===== config.mk =====
export PLATFORM = sky130hd
export DESIGN_NAME = uart_packet_tx
export DESIGN_NICKNAME = d
export VERILOG_FILES = /design/src/rtl/uart_packet_tx.sv
export SDC_FILE = /design/constraint.sdc
export NUM_CORES = 1
export LEC_CHECK = 0
export ABC_AREA = 0
export CORE_MARGIN = 5
export CORE_UTILIZATION = 35
export CTS_CLUSTER_DIAMETER = 120
export DETAILED_ROUTE_END_ITERATION = 8
export GPL_TIMING_DRIVEN = 0
export PLACE_DENSITY_LB_ADDON = 0.08
export SYNTH_ARGS = -nofsm -noshare
export SYNTH_HDL_FRONTEND = slang
export SYNTH_SLANG_ARGS = --single-unit

===== constraint.sdc =====
create_clock -name clk -period 1.8 [get_ports clk]
set_input_delay 0.18 -clock clk [delete_from_list [all_inputs] [get_ports clk]]
set_output_delay 0.18 -clock clk [all_outputs]
set_load 0.05 [all_outputs]

===== src/rtl/uart_packet_tx.sv =====
// Packet serializer: frames a wide payload as header, payload bytes LSB-first and an optional
// modulo-256 checksum, handing each byte to the UART byte sender over a 4-phase handshake.
module uart_packet_tx #(
    parameter int unsigned PAYLOAD_BYTES = 4,
    parameter logic [7:0]  HEADER        = 8'hA5,
    parameter bit          CHECKSUM_EN   = 1'b1,
    parameter int unsigned TIMEOUT       = 65535
) (
    input  logic                       clk,
    input  logic                       rst,
    input  logic                       send,
    input  logic [8*PAYLOAD_BYTES-1:0] data,
    output logic                       busy,
    output logic                       send_done,
    output logic                       error,
    output logic                       uart_send,
    output logic [7:0]                 uart_send_data,
    input  logic                       uart_send_done,
    output logic [3:0]                 sta,
    output logic [7:0]                 byte_idx
);

    localparam int unsigned NumBytes = 1 + PAYLOAD_BYTES + (CHECKSUM_EN ? 1 : 0);
    // Nine bits so a 257-byte packet (255 payload + header + checksum) still indexes cleanly.
    localparam int unsigned IdxW     = 9;
    localparam logic [IdxW-1:0] LastIdx = IdxW'(NumBytes - 1);
    localparam logic [IdxW-1:0] PayIdx  = IdxW'(PAYLOAD_BYTES);
    localparam int unsigned WdogW    = (TIMEOUT > 1) ? $clog2(TIMEOUT + 1) : 1;
    localparam logic [WdogW-1:0] WdogLast = WdogW'((TIMEOUT > 0) ? TIMEOUT - 1 : 0);
    localparam bit          WdogEn   = (TIMEOUT != 0);

    typedef enum logic [2:0] {
        StIdle    = 3'd0,
        StReq     = 3'd1,
        StRelease = 3'd2,
        StDone    = 3'd3,
        StErr     = 3'd4
    } state_e;

    state_e                     state_q, state_d;
    logic [8*PAYLOAD_BYTES-1:0] data_q, data_d;
    logic [IdxW-1:0]            idx_q, idx_d;
    logic [7:0]                 tx_q, tx_d;
    logic [7:0]                 csum_q, csum_d;
    logic [WdogW-1:0]           wdog_q, wdog_d;
    logic                       us_q, us_d;
    logic                       busy_q, busy_d;
    logic                       sd_q, sd_d;
    logic                       err_q, err_d;
    logic [7:0]                 next_byte;
    logic                       wdog_expired;

    // Byte following the current one: payload byte idx_q, else the accumulated checksum.
    always_comb begin
        next_byte = csum_q;
        for (int i = 0; i < PAYLOAD_BYTES; i++) begin
            if (idx_q == IdxW'(i)) next_byte = data_q[8*i +: 8];
        end
    end

    assign wdog_expired = WdogEn && (wdog_q == WdogLast);

    always_comb begin
        state_d = state_q;
        data_d  = data_q;
        idx_d   = idx_q;
        tx_d    = tx_q;
        csum_d  = csum_q;
        wdog_d  = wdog_q + 1'b1;
        us_d    = us_q;
        busy_d  = busy_q;
        sd_d    = 1'b0;
        err_d   = 1'b0;
        unique case (state_q)
            StIdle: begin
                wdog_d = '0;
                us_d   = 1'b0;
                busy_d = 1'b0;
                if (send) begin
                    data_d  = data;
                    idx_d   = '0;
                    tx_d    = HEADER;
                    csum_d  = '0;
                    us_d    = 1'b1;
                    busy_d  = 1'b1;
                    state_d = StReq;
                end
            end
            StReq: begin
                if (uart_send_done) begin
                    us_d    = 1'b0;
                    wdog_d  = '0;
                    state_d = StRelease;
                    if (idx_q != '0 && idx_q <= PayIdx) csum_d = csum_q + tx_q;
                end else if (wdog_expired) begin
                    us_d    = 1'b0;
                    busy_d  = 1'b0;
                    err_d   = 1'b1;
                    state_d = StErr;
                end
            end
            StRelease: begin
                if (!uart_send_done) begin
                    wdog_d = '0;
                    if (idx_q == LastIdx) begin
                        idx_d   = '0;
                        busy_d  = 1'b0;
                        sd_d    = 1'b1;
                        state_d = StDone;
                    end else begin
                        idx_d   = idx_q + 1'b1;
                        tx_d    = next_byte;
                        us_d    = 1'b1;
                        state_d = StReq;
                    end
                end else if (wdog_expired) begin
                    busy_d  = 1'b0;
                    err_d   = 1'b1;
                    state_d = StErr;
                end
            end
            StDone: begin
                state_d = StIdle;
            end
            StErr: begin
                idx_d   = '0;
                state_d = StIdle;
            end
            default: begin
                state_d = StIdle;
            end
        endcase
    end

    always_ff @(posedge clk) begin
        if (!rst) begin
            state_q <= StIdle;
            data_q  <= '0;
            idx_q   <= '0;
            tx_q    <= '0;
            csum_q  <= '0;
            wdog_q  <= '0;
            us_q    <= 1'b0;
            busy_q  <= 1'b0;
            sd_q    <= 1'b0;
            err_q   <= 1'b0;
        end else begin
            state_q <= state_d;
            data_q  <= data_d;
            idx_q   <= idx_d;
            tx_q    <= tx_d;
            csum_q  <= csum_d;
            wdog_q  <= wdog_d;
            us_q    <= us_d;
            busy_q  <= busy_d;
            sd_q    <= sd_d;
            err_q   <= err_d;
        end
    end

    assign busy           = busy_q;
    assign send_done      = sd_q;
    assign error          = err_q;
    assign uart_send      = us_q;
    assign uart_send_data = tx_q;
    assign sta            = {1'b0, state_q};
    assign byte_idx       = idx_q[7:0];

endmodule


==> results of run 1 <==
-- repair_timing --
item                                    in CTS  in global routing
endpoints found under the setup margin      55                 50
resized for setup                           53                 31
hold buffers                                 0                  0
pin swaps                                   17                 22
setup buffers                               10                 13
gates cloned                                 0                  1
-- critical path, stage by stage (launching register included) --
cell and delay (ns):
dfxtp_4 0.36, ha_4 0.16, fa_2 0.35, a21o_1 0.19, a21oi_4 0.16, nor4_2 0.06
nor4_2 0.40, o41ai_2 0.09
-- cell usage in the layout, fill, tap and decap left out, drive strengths merged, types with 4 or more instances in the layout --
| master | instances |
|---|---|
| a21oi | 72 |
| o221a | 4 |
| mux2i | 5 |
| xnor2 | 10 |
| clkdlybuf4s50 | 48 |
| inv | 11 |
| nor3 | 10 |
| nor2 | 37 |
| and3 | 10 |
| nand3 | 20 |
| nand4 | 13 |
| nand2b | 15 |
| o31ai | 4 |
| o22ai | 6 |
| nor3b | 5 |
| or3 | 4 |
| dfxtp | 80 |
| clkbuf | 30 |
| o21ai | 21 |
| xor2 | 15 |
| nand2 | 89 |
| buf | 37 |
| nor4 | 4 |
| dlygate4sd2 | 7 |
| a21o | 4 |
| ha | 13 |
-- final cells by class --
| cell class | instances | area [um^2] |
|---|---|---|
| clock inverters | 6 | 106 |
| flip-flops and latches | 80 | 1640 |
| multi-input cells | 397 | 2560 |
| inverters | 11 | 41.3 |
| well taps | 147 | 184 |
| plain buffers | 33 | 213 |
| repair buffers | 82 | 801 |
| fillers | 1199 | 6080 |
| clock buffers | 10 | 229 |
-- kinds of logic (layout without fill, tap and decap cells) --
kind of cell	count (synthesis)	count (layout)	synth area share
adder cells (fa/ha/maj)	14	14	0.0437
multiplexers	6	6	0.0147
flip-flops	80	80	0.383
XOR/XNOR	25	25	0.0523
other	1	1	0.000897
buffers and inverters	50	142	0.0562
AND/OR/NAND/NOR	219	219	0.257
AO/OA/AOI/OAI	132	132	0.192
-- registers in the layout, summed over array words and instances (netlist names) --
register,count
csum_q,8
data_q,32
idx_q,9
uart_send,1
send_done,1
error,1
state_q,3
wdog_q,16
uart_send_data,8
busy,1
-- metal layers --
| layer | share of wire | GRT usage | wire length (um) | up-vias |
|---|---|---|---|---|
| li1 | - | - | - | 2003 |
| met1 | 0.45 | 0.206 | 5410 | 1853 |
| met2 | 0.49 | 0.285 | 5850 | 66 |
| met3 | 0.041 | 0.0427 | 493 | 11 |
| met4 | 0.017 | 0.0551 | 201 | 0 |
| met5 | 0 | 0 | 0 | - |
-- cells in the mapped netlist (all sizes together), types with 3 or more instances --
cell / count
ha: 13
nor3b: 5
nor2: 37
a21oi: 72
clkbuf: 26
o31ai: 4
nand4: 13
nand3: 20
xor2: 15
nand2: 89
inv: 10
or3: 4
o21a: 3
and3: 10
nor4: 4
buf: 13
mux2i: 5
o22ai: 6
nand2b: 15
o21ai: 21
xnor2: 10
o221a: 4
dfxtp: 80
a2111oi: 3
a21o: 4
nor3: 10
-- worst paths after layout --
path                      to  slack, ns  depth (start not counted)
setup reg to reg   csum_q[6]      -0.09                          7
hold / removal    data_q[12]       0.39                          3
hold reg to reg   data_q[10]       0.45                          2
setup / recovery   csum_q[6]      -0.09                          7
-- through the flow --
stage / hold slack (ns) / cells
2_1_floorplan: 0.316 / 527
5_1_grt: 0.400 / 766
4_1_cts: 0.377 / 754
3_3_place_gp: 0.439 / 732
3_5_place_dp: 0.443 / 732
6_report: 0.388 / 766
-- report_power, final --
| group | switching, mW | leakage, nW | total, mW | internal (mW) |
|---|---|---|---|---|
| Combinational | 0.501 | 1.41 | 0.904 | 0.403 |
| Clock | 0.714 | 0.167 | 2.06 | 1.35 |
| Sequential | 0.0694 | 0.660 | 1.92 | 1.85 |
==> impl_results.md, run 1 <==
* Critical path startpoint category: register
* DRT iter0 DRCs at 155
* LEAKAGE at 2.23 nW
* Nets at 664
* Vias per Instance at 5.13
* MaxCap Viol Count at 0
* Clock period minus worst slack at 1.89 ns
* Clk root buf: clkbuf_16
* Die Ht at 119 um
* Core box area at 0.0119 mm^2
* Hold Path Origin: data[12]
* Vias in the first global route at 3788
* Final setup margin at -0.0899 ns
* Max-slew headroom at 0.633
* Largest net degree at the start of global routing at 17
* Reg clk slew, reported paths at 0.06 ns
* DR DRC count at 0
* Grt ovf at 0
* Flops & latches, synth at 80
* Post-Route Utilization at 0.487
* Fmax at 529 MHz
* Synth Instances at 527
* Ant. Diodes at 0
* Pre-antenna DRT Iters at 4
* H-tree depth at 3
* Crit Path Class: reg -> reg
* CTS tree: yes
* Critical R2R Launch: uart_send_data[0]
* Worst-path fanout max at 3
* Synth-to-Final Area Change at 38.1%
* First-pass GRT wire length at 19100 um
* TNS Setup at -0.0943 ns
* Skew-Pair Late Insertion Delay at 0.34 ns
* Synth Cell Area at 0.00418 mm^2
* Cell taking the most area after synthesis: dfxtp_1
* DPL Wire Length at 8900 um
* Share of layout cells above drive strength 1 at 0.199
* Asr flop ratio synth at 0
* Clock Sinks at 80
* Num CTS Buffers at 9
* Post-synth cell types at 57
* Required @ worst endpoint at 2.02 ns
* Die ar. at 0.0142 mm^2
* Top_reg_cell synth: dfxtp_1
* Max-slew violation count at 0
* Initial Utilization at 0.353
* RSZ-0062 raised after global routing: true
* Maximum vdd ir drop at 0.559 mV
* Std cell rows at 40
* Final WL at 12000 um
* Post-synth EDFFs at 0
* Failing checks: negative setup slack
* Top-area cell type share of the netlist area at 0.383
* Slew @ Worst Pin at 0.551 ns
* Fin crit share at 1.05
* Worst hold path type: in -> reg
* Pwr Density at 845 mW/mm^2
* Seq/Total Area, Yosys at 0.383
* Data arrival, critical path at 2.11 ns
* Final setup fails at 2
* Syn nets at 577
* Post-Syn Area per Cell at 7.94 um^2
* CP startpoint: uart_send_data[0]
* Endpoint class of the critical path: register
* Status: complete, but fails checks
* Clk_skew at 0.00574 ns
* # IOs at 60
* Routed vias at 3933
* Final RePlAce weighted congestion at 0.853
* Largest cells by area after synthesis: dfxtp_1 (38%), a21oi_1 (8.5%), nand2_1 (8.0%), ha_1 (3.9%), nor2_1 (3.3%)
* Detail Route Antenna Nets at 0
* Chip width at 119 um
* Yosys warns at 0
* Bufs on Longest Clock Path at 2
* Pre-CTS setup slack at -0.799 ns
* Gr usage total at 0.167
* Port Buffer Count at 58
* Design Area, Final at 0.00578 mm^2
* Placed inst area at 0.00500 mm^2
* Post-layout power at 4.88 mW
* Final Hold Fails at 0
* Wirelength per Cell at 15.6 um
* Initial antenna violation count at 0
(Power assumes the default switching activity.)
==> run 2: changes to the inputs <==
--- a/config.mk
+++ b/config.mk
@@ -10,7 +10,7 @@
 export CORE_UTILIZATION = 35
 export CTS_CLUSTER_DIAMETER = 120
 export DETAILED_ROUTE_END_ITERATION = 8
-export GPL_TIMING_DRIVEN = 0
+export GPL_TIMING_DRIVEN = 1
 export PLACE_DENSITY_LB_ADDON = 0.08
 export SYNTH_ARGS = -nofsm -noshare
 export SYNTH_HDL_FRONTEND = slang
==> run 2 against run 1 <==
The run still ends with negative setup slack left. Cell count increased by 2.2%. Critical endpoint unchanged. Count of clock-buffer cells in the layout up 2. Critical path type unchanged. Core utilization down 0.17 points. Global-route usage up 0.26 points. First-iteration DRC count is 12% higher. Design area decreased by 0.35%. Setup slack improved by 0.066 ns. Sequential share of layout area barely moved.
==> impl_results.md, run 2 (synthesized netlist as in run 1, its figures left out) <==
* Slew @ Worst Pin at 0.700 ns (+0.150 ns)
* DRT iter0 DRCs at 174 (+12%)
* Worst stage delay on the critical path at 0.35 ns (-0.05 ns)
* Crit-path slowest cell: dfxtp_4
* Critical path startpoint category: register
* Most flops, register: data_q
* Share of layout cells above drive strength 1 at 0.239 (+0.0403)
* Fin crit share at 1.01 (-0.0367)
* Detail Route Antenna Nets at 0 (unchanged)
* Num CTS Buffers at 9 (unchanged)
* First-pass GRT wire length at 19500 um (+1.9%)
* Grt ovf at 0 (unchanged)
* Vias in the first global route at 3902 (+3.0%)
* Failing checks: negative setup slack
* Fmax at 548 MHz (+3.6%)
* Clk root buf: clkbuf_16
* Required @ worst endpoint at 2.05 ns (+0.03 ns)
* Final RePlAce weighted congestion at 0.837 (-1.8%)
* Clk_skew at 0.00448 ns (-0.00126 ns)
* Max-slew violation count at 0 (unchanged)
* Maximum vdd ir drop at 0.643 mV (+15%)
* Post-cts hold buffer count at 0 (unchanged)
* Critical-path cell list: ha_4 > fa_2 > a21o_1 > a21oi_4 > buf_6 > o211a_1 > nor4_4 > o41ai_2
* Reg clk slew, reported paths at 0.06 ns (about the same)
* MaxCap Viol Count at 0 (unchanged)
* Max FFs per register at 32 (unchanged)
* Vias per Instance at 5.07 (-1.3%)
* Die ar. at 0.0142 mm^2 (unchanged)
* Std cell rows at 40 (unchanged)
* DR DRC count at 0 (unchanged)
* Chip width at 119 um (unchanged)
* Bufs on Longest Clock Path at 2 (unchanged)
* Max-slew headroom at 0.521 (-0.112)
* Wirelength per Cell at 15.0 um (-3.7%)
* Port Buffer Count at 58 (unchanged)
* Routed vias at 3968 (+0.89%)
* Final setup fails at 2 (unchanged)
* Final Hold Fails at 0 (unchanged)
* Final WL at 11800 um (-1.6%)
* Clock Sinks at 80 (unchanged)
* Largest registers: data_q: 32 flops, wdog_q: 16 flops, idx_q: 9 flops
* LEAKAGE at 2.29 nW (+2.8%)
* Commonest non-fill, non-tap cell in the layout: nand2_1
* Status: complete, but fails checks
* Core box area at 0.0119 mm^2 (unchanged)
* Gr usage total at 0.170 (+0.00259)
* Skew-Pair Late Insertion Delay at 0.34 ns (about the same)
* CTS tree: yes
* Clock period minus worst slack at 1.82 ns (-0.0661 ns)
* Data arrival, critical path at 2.08 ns (-0.03 ns)
* Endpoint class of the critical path: register
* Crit Path Class: reg -> reg
* Pwr Density at 784 mW/mm^2 (-7.2%)
* Ant. Diodes at 0 (unchanged)
* Synth-to-Final Area Change at 37.6%
* Initial antenna violation count at 0 (unchanged)
* Final setup margin at -0.0237 ns (+0.0661 ns)
* Post-Route Utilization at 0.485 (-0.00169)
* Worst hold path type: in -> reg
* Post-layout power at 4.51 mW (-7.6%)
* Worst-path fanout max at 3 (unchanged)
* Die Ht at 119 um (unchanged)
* RSZ-0062 raised after global routing: true
* Largest net degree at the start of global routing at 35 (+18)
* Nets at 681 (+2.6%)
* Pre-antenna DRT Iters at 4 (unchanged)
* H-tree depth at 3 (unchanged)
* Most frequent cells in the layout: nand2_1 (89), buf_4 (85), a21oi_1 (68)
* Initial Utilization at 0.353 (unchanged)
* # IOs at 60 (unchanged)
* DPL Wire Length at 8890 um (-0.16%)
## run 2: changes by cell type in the layout (fill, tap and decap cells not counted), moves of 3 or more
cell	previous run	this run
a21oi_2	0	3
clkdlybuf4s50_1	48	41
dlygate4sd2_1	7	2
clkbuf_2	9	0
nor2_1	34	37
bufinv_16	3	0
buf_4	29	85
clkbuf_1	10	2
## run 2: layer usage
layer,vias to the layer above,wire (um),share of wire,global-route usage
li1,2043,-,-,-
met4,0,221,0.019,0.0580
met2,68,5570,0.47,0.277
met5,-,0,0,0
met1,1839,5530,0.47,0.220
met3,18,445,0.038,0.0394
## run 2: layout make-up
cell class,instances,area (um^2)
clock buffers,12,246
clock inverters,4,28.8
inverters,11,41.3
well taps,147,184
multi-input cells,397,2510
repair buffers,132,1110
flip-flops and latches,80,1630
fillers,1185,6100
## run 2: what timing repair did
item	in CTS	in global routing
buffers inserted	3	2
gates resized for setup	10	32
endpoints found under the setup margin	10	28
pin swaps	11	16
## run 2: stage by stage
stage          setup slack [ns]  std cells  hold WS, ns  setup TNS [ns]  cell area (um^2)
2_1_floorplan           -0.0809        527        0.316          -0.134              4240
3_3_place_gp             -0.192        763        0.435           -2.45              5290
3_5_place_dp             -0.197        763        0.442           -3.01              5290
4_1_cts                  -0.127        781        0.381          -0.306              5610
5_1_grt                 -0.0857        783        0.386          -0.362              5760
6_report                -0.0237        783        0.382         -0.0314              5760
## run 2: power breakdown
group / total [mW] / internal [mW] / switching, mW
Combinational: 0.892 / 0.399 / 0.493
Clock: 1.72 / 0.975 / 0.741
Sequential: 1.91 / 1.85 / 0.0591
Total: 4.51 / 3.22 / 1.29
## run 2: path summary, 6_finish.rpt
path / startpoint / end / slack, ns / cells past startpoint
max: uart_send_data[0] / csum_q[6] / -0.02 / 8
min: data[11] / data_q[11] / 0.38 / 3
max reg2reg: uart_send_data[0] / csum_q[6] / -0.02 / 8
min reg2reg: wdog_q[0] / wdog_q[0] / 0.45 / 1
## run 2: worst max-delay path, delay by kind of cell, from the launching register on
kind                     cells  cell delay, ns
AO/OA/AOI/OAI                4            0.72
AND/OR/NAND/NOR              1            0.06
adder cells (fa/ha/maj)      2            0.49
flip-flops                   1            0.35
buffers and inverters        1            0.11
